File: src/rtl/pd_result_encoder.sv
// pd_result_encoder: serialises a winning nonce and its 256-bit hash into an
// 11-word result packet (header, nonce, H0..H7, XOR checksum) for the host link.
module pd_result_encoder #(
    parameter logic [7:0] HEADER_BYTE = 8'hA5,
    parameter logic [7:0] PKT_TYPE    = 8'h01,
    parameter bit         FLIP_ENDIAN = 1'b1
) (
    input  logic         clk,
    input  logic         rst,
    input  logic         start,
    input  logic [31:0]  nonce,
    input  logic [255:0] hash,
    input  logic         tx_ready,
    output logic [31:0]  tx_data,
    output logic         tx_valid,
    output logic         busy,
    output logic         done
);

    localparam int unsigned NUM_WORDS = 11;
    localparam int unsigned LAST_IDX  = NUM_WORDS - 1;
    localparam int unsigned IDX_W     = 4;
    localparam int unsigned WORD_W    = 32;
    localparam int unsigned HASH_WORDS = 8;

    typedef enum logic [1:0] {
        S_IDLE = 2'd0,
        S_SEND = 2'd1,
        S_DONE = 2'd2
    } state_t;

    state_t                r_state;
    state_t                w_state_nxt;
    logic [IDX_W-1:0]      r_idx;
    logic [IDX_W-1:0]      w_idx_nxt;
    logic [IDX_W-1:0]      w_idx_inc;
    logic [WORD_W-1:0]     r_csum;
    logic [WORD_W-1:0]     w_csum_nxt;
    logic [WORD_W-1:0]     w_csum_upd;
    logic [WORD_W-1:0]     r_tx_data;
    logic [WORD_W-1:0]     w_data_nxt;
    logic [WORD_W-1:0]     w_word_nxt;
    logic [WORD_W-1:0]     w_header;
    logic                  r_tx_valid;
    logic                  r_busy;
    logic                  r_done;
    logic [7:0]            r_seq;
    logic [WORD_W-1:0]     r_nonce;
    logic [255:0]          r_hash;
    logic [WORD_W-1:0]     w_hword [HASH_WORDS];
    logic                  w_accept;
    logic                  w_hs;

    // Byte reversal of a payload word when the host expects the other endianness.
    function automatic logic [WORD_W-1:0] f_flip(input logic [WORD_W-1:0] w);
        if (FLIP_ENDIAN) begin
            return {w[7:0], w[15:8], w[23:16], w[31:24]};
        end
        return w;
    endfunction

    assign w_accept  = (r_state == S_IDLE) && start;
    assign w_hs      = r_tx_valid && tx_ready;
    assign w_idx_inc = r_idx + IDX_W'(1);
    assign w_csum_upd = r_csum ^ r_tx_data;
    assign w_header  = {HEADER_BYTE, PKT_TYPE, 8'(NUM_WORDS), r_seq};

    // Split the latched hash into H0..H7, H0 being the most significant word.
    always_comb begin
        for (int k = 0; k < int'(HASH_WORDS); k++) begin
            w_hword[k] = r_hash[WORD_W*(7-k) +: WORD_W];
        end
    end

    // Word to load after a handshake, selected by the incremented index; the
    // final word is the running checksum including the word just accepted.
    always_comb begin
        w_word_nxt = w_csum_upd;
        if (w_idx_inc == IDX_W'(1)) begin
            w_word_nxt = f_flip(r_nonce);
        end else if ((w_idx_inc >= IDX_W'(2)) && (w_idx_inc <= IDX_W'(9))) begin
            w_word_nxt = f_flip(w_hword[3'(w_idx_inc - IDX_W'(2))]);
        end
    end

    // Next-state, index, checksum and outgoing word.
    always_comb begin
        w_state_nxt = r_state;
        w_idx_nxt   = r_idx;
        w_csum_nxt  = r_csum;
        w_data_nxt  = '0;
        case (r_state)
            S_IDLE: begin
                if (start) begin
                    w_state_nxt = S_SEND;
                    w_idx_nxt   = '0;
                    w_csum_nxt  = '0;
                    w_data_nxt  = w_header;
                end
            end
            S_SEND: begin
                w_data_nxt = r_tx_data;
                if (w_hs) begin
                    if (r_idx == IDX_W'(LAST_IDX)) begin
                        w_state_nxt = S_DONE;
                        w_data_nxt  = '0;
                    end else begin
                        w_idx_nxt  = w_idx_inc;
                        w_csum_nxt = w_csum_upd;
                        w_data_nxt = w_word_nxt;
                    end
                end
            end
            S_DONE: begin
                w_state_nxt = S_IDLE;
            end
            default: begin
                w_state_nxt = S_IDLE;
            end
        endcase
    end

    // State, datapath and registered status outputs.
    always_ff @(posedge clk) begin
        if (rst) begin
            r_state    <= S_IDLE;
            r_idx      <= '0;
            r_csum     <= '0;
            r_tx_data  <= '0;
            r_tx_valid <= 1'b0;
            r_busy     <= 1'b0;
            r_done     <= 1'b0;
        end else begin
            r_state    <= w_state_nxt;
            r_idx      <= w_idx_nxt;
            r_csum     <= w_csum_nxt;
            r_tx_data  <= w_data_nxt;
            r_tx_valid <= (w_state_nxt == S_SEND);
            r_busy     <= (w_state_nxt != S_IDLE);
            r_done     <= (w_state_nxt == S_DONE);
        end
    end

    // Packet sequence number, advanced once per completed packet.
    always_ff @(posedge clk) begin
        if (rst) begin
            r_seq <= '0;
        end else if (r_state == S_DONE) begin
            r_seq <= r_seq + 8'd1;
        end
    end

    // Capture the result only when a new packet is accepted.
    always_ff @(posedge clk) begin
        if (rst) begin
            r_nonce <= '0;
            r_hash  <= '0;
        end else if (w_accept) begin
            r_nonce <= nonce;
            r_hash  <= hash;
        end
    end

    assign tx_data  = r_tx_data;
    assign tx_valid = r_tx_valid;
    assign busy     = r_busy;
    assign done     = r_done;

endmodule

File: config.mk
export PLATFORM = sky130hd
export DESIGN_NAME = pd_result_encoder
export DESIGN_NICKNAME = d
export VERILOG_FILES = /design/src/rtl/pd_result_encoder.sv
export SDC_FILE = /design/constraint.sdc
export NUM_CORES = 1
export LEC_CHECK = 0
export CAP_MARGIN = 10
export CORE_UTILIZATION = 56
export CTS_CLUSTER_SIZE = 8
export DETAILED_ROUTE_END_ITERATION = 7
export PLACE_DENSITY = 0.93
export REMOVE_ABC_BUFFERS = 1
export SYNTH_ARGS = -nofsm -noshare
export SYNTH_HDL_FRONTEND = slang
export SYNTH_SLANG_ARGS = --single-unit
File: constraint.sdc
create_clock -name clk -period 8.1 [get_ports clk]
set_input_delay 1.62 -clock clk [delete_from_list [all_inputs] [get_ports clk]]
set_output_delay 1.62 -clock clk [all_outputs]
set_load 0.03 [all_outputs]
==> impl_metrics.toml <==
[route]
drc_errors = 0
drt_iter0_drc = 1254
ant_nets = 0
drt-total-wl_mm = 46.6
drtPass1Iterations = 5
routed_via_density = 5.86
wl_per_cell_um = 17.8
routed-via-count = 15300

[global_route]
busiest_layer = "met2"
grt_pass1_vias = 15300
grt_usage = 0.302
grt_pass1_wl_mm = 74.9
grt_max_degree = 230
grt_use_met2 = 0.518
grt.met3_usage = 0.0610
antenna_found_initial = 1
met1_usage = 0.373
overflow = 0

[worst_setup_path]
reg2reg_depth = 7
crit_path_start_kind = "flip-flop"
regToRegSetupSlack_ns = 4.14
worstSetupStartpoint = "r_idx[0]"
crit_chain = "inv_1, ha_2, buf_4, and2_2, a221oi_1, mux2i_1, a31oi_1"
cp_slowest_cell = "and2_2"
cp-end-kind = "flip-flop"
slowest_delay_ns = 1.03
cp_top_family = "simple AND/OR/NAND/NOR gates"
timing.rr.start = "r_idx[0]"
criticalPathCategory = "flip-flop to flip-flop"
cp.required_ns = 8.47
worst-path-max-fanout = 54
timing.rr.end = "tx_data[1]"
crit_arrival_ns = 4.33
critPathBufInv = 2

[synthesis]
syn_area_per_cell_sq_um = 8.29
synth_top_area_cell = "dfxtp_1"
synth-main-ff-cell = "dfxtp_1"
ys_ff_latch = 369
synth_top_area_frac = 0.448
async_flop_share = 0
synth_cell_types = 53
ys_seq_area_frac = 0.448
synth_enable_flop_cells = 0
syn_inst = 1988
synth_area_leaders = "dfxtp_1, nand2_1, a21oi_1"
yosys_warnings = 0
syn_area_sq_um = 16500

[timing]
finalSetupTns_ns = 0
relSlewSlack = 0.255
tightest_slew_ns = 1.12
fin_crit_ns = 3.96
hold_viol = 0
hold_ws_ns = 0.449
post-route-period-util = 0.489
skew_ns = 0.00910
rsz0062_at_grt = "no"
maxSlewViolCount = 0
fmax_mhz = 252
setup_viol = 0

[pwr]
p_leak_nw = 7.60
finalPower_w = 0.00446
ir_worst_vdd_mv = 0.149
powerDensity_nw_per_um2 = 213

[die]
die_w_um = 174
coreArea_sq_um = 28900
initial_core_util = 0.571
rows = 62
die_height_um = 174
dieArea_sq_um = 30100
io_pins = 327

[cts]
h-tree-depth = 2
cts_setup_buffers = 0
root_buffer = "clkbuf_16"
clock_latency_ns = 0.55
max-clock-path-buffers = 3
hold_buffers = 0
cts.sinks = 369
cts_tree = "yes"
cts_resized = 0
path_clk_slew_ns = 0.05
cts_buffers = 52

[outcome]
status = "completed"

[placement]
io_buffers = 326
gp_congestion = 0.811
dp_hpwl_mm = 28.9

[cells_and_area]
finalNetCount = 2518
area_delta_synth_final_pct = 27.0
final_cell_mix = "nand2_1, dfxtp_1, a21oi_1"
final_common_cell = "nand2_1"
fillers = 2059
drive_gt1_frac = 0.0661
post-route-util = 0.725

[min_path]
min_to = "r_hash[67]"
hp-class = "flip-flop to flip-flop"
min_path_cells = 2
worst_hold_startpoint = "r_hash[67]"

[flow_run]
drv_cap = 0
[cells by family (layout without fill, tap and decap cells)]
logic type               Yosys count  in the layout  synth area share
AND/OR/NAND/NOR                  787            787             0.196
AO/OA/AOI/OAI                    511            511             0.186
flip-flops                       369            369             0.448
buffers and inverters            163            400            0.0508
multiplexers                     114            114            0.0935
XOR/XNOR                          39             39            0.0217
adder cells (fa/ha/maj)            5              5           0.00379
other                              0              2                 0
[Yosys cell counts, types with 5 or more instances]
cell,count
buf_1,18
o21ai_0,35
mux4_2,32
nand3b_1,34
a32oi_1,23
o31ai_1,5
a221oi_2,16
buf_6,13
clkbuf_1,69
nor2_1,124
xor2_1,36
a221oi_1,16
buf_4,9
mux2i_1,82
o31ai_2,10
a21oi_1,351
a31oi_1,11
ha_1,5
a2bb2oi_1,16
o21ai_1,20
nand2b_1,12
buf_2,50
nand2_1,586
dfxtp_1,369
[how the worst max path moves through the flow]
stage / cells after the start / endpoint
6_report: 7 / tx_data[1]
5_1_grt: 7 / tx_data[3]
4_1_cts: 7 / tx_data[1]
3_5_place_dp: 7 / r_csum[25]
3_3_place_gp: 7 / r_csum[29]
2_1_floorplan: 4 / r_csum[0]
[layout make-up]
class | instances | area (sq um) | share of cell area
clock buffer | 55 | 1330 | 0.0637
sequential | 369 | 7390 | 0.353
inverter | 2 | 7.51 | 0.000359
timing repair buffer | 340 | 3390 | 0.162
antenna | 2 | 5.00 | 0.000239
tap | 384 | 480 | 0.0230
multi-input combinational | 1456 | 8300 | 0.397
clock inverter | 3 | 26.3 | 0.00126
[worst register-to-register path, delay by kind of cell (launching register included)]
| kind | cells | cell delay [ns] |
|---|---|---|
| compound gates | 2 | 0.45 |
| mux | 1 | 0.23 |
| simple gates | 1 | 1.04 |
| flops | 1 | 0.95 |
| buf+inv | 2 | 0.75 |
| fa+ha+maj | 1 | 0.38 |
[sequential cells by signal (all words and copies together), names as in the netlist]
name and count:
r_seq 8, busy 1, r_csum 32, r_hash 256, r_nonce 32, r_idx 4, r_state 2, done 1
tx_valid 1, tx_data 32
[stage by stage]
| stage | setup WS, ns | instance area (sq um) | instances |
|---|---|---|---|
| 6_report | 4.14 | 20900 | 2611 |
| 2_1_floorplan | -0.680 | 15700 | 1827 |
| 4_1_cts | 4.14 | 20900 | 2609 |
| 3_3_place_gp | 4.03 | 19600 | 2551 |
| 5_1_grt | 3.88 | 20900 | 2610 |
| 3_5_place_dp | 3.96 | 19600 | 2551 |
[power breakdown]
part,switching [W],internal (W)
Combinational,0.000327,0.000278
Clock,0.000735,0.00114
Sequential,0.0000621,0.00192
[layer usage]
metal / up-vias / wire length [um]
met3: 109 / 3800
met1: 7266 / 18300
li1: 7245 / -
met4: 0 / 1440
met5: - / 0
met2: 680 / 23000
Note: power is estimated with default switching activity, not from simulation.
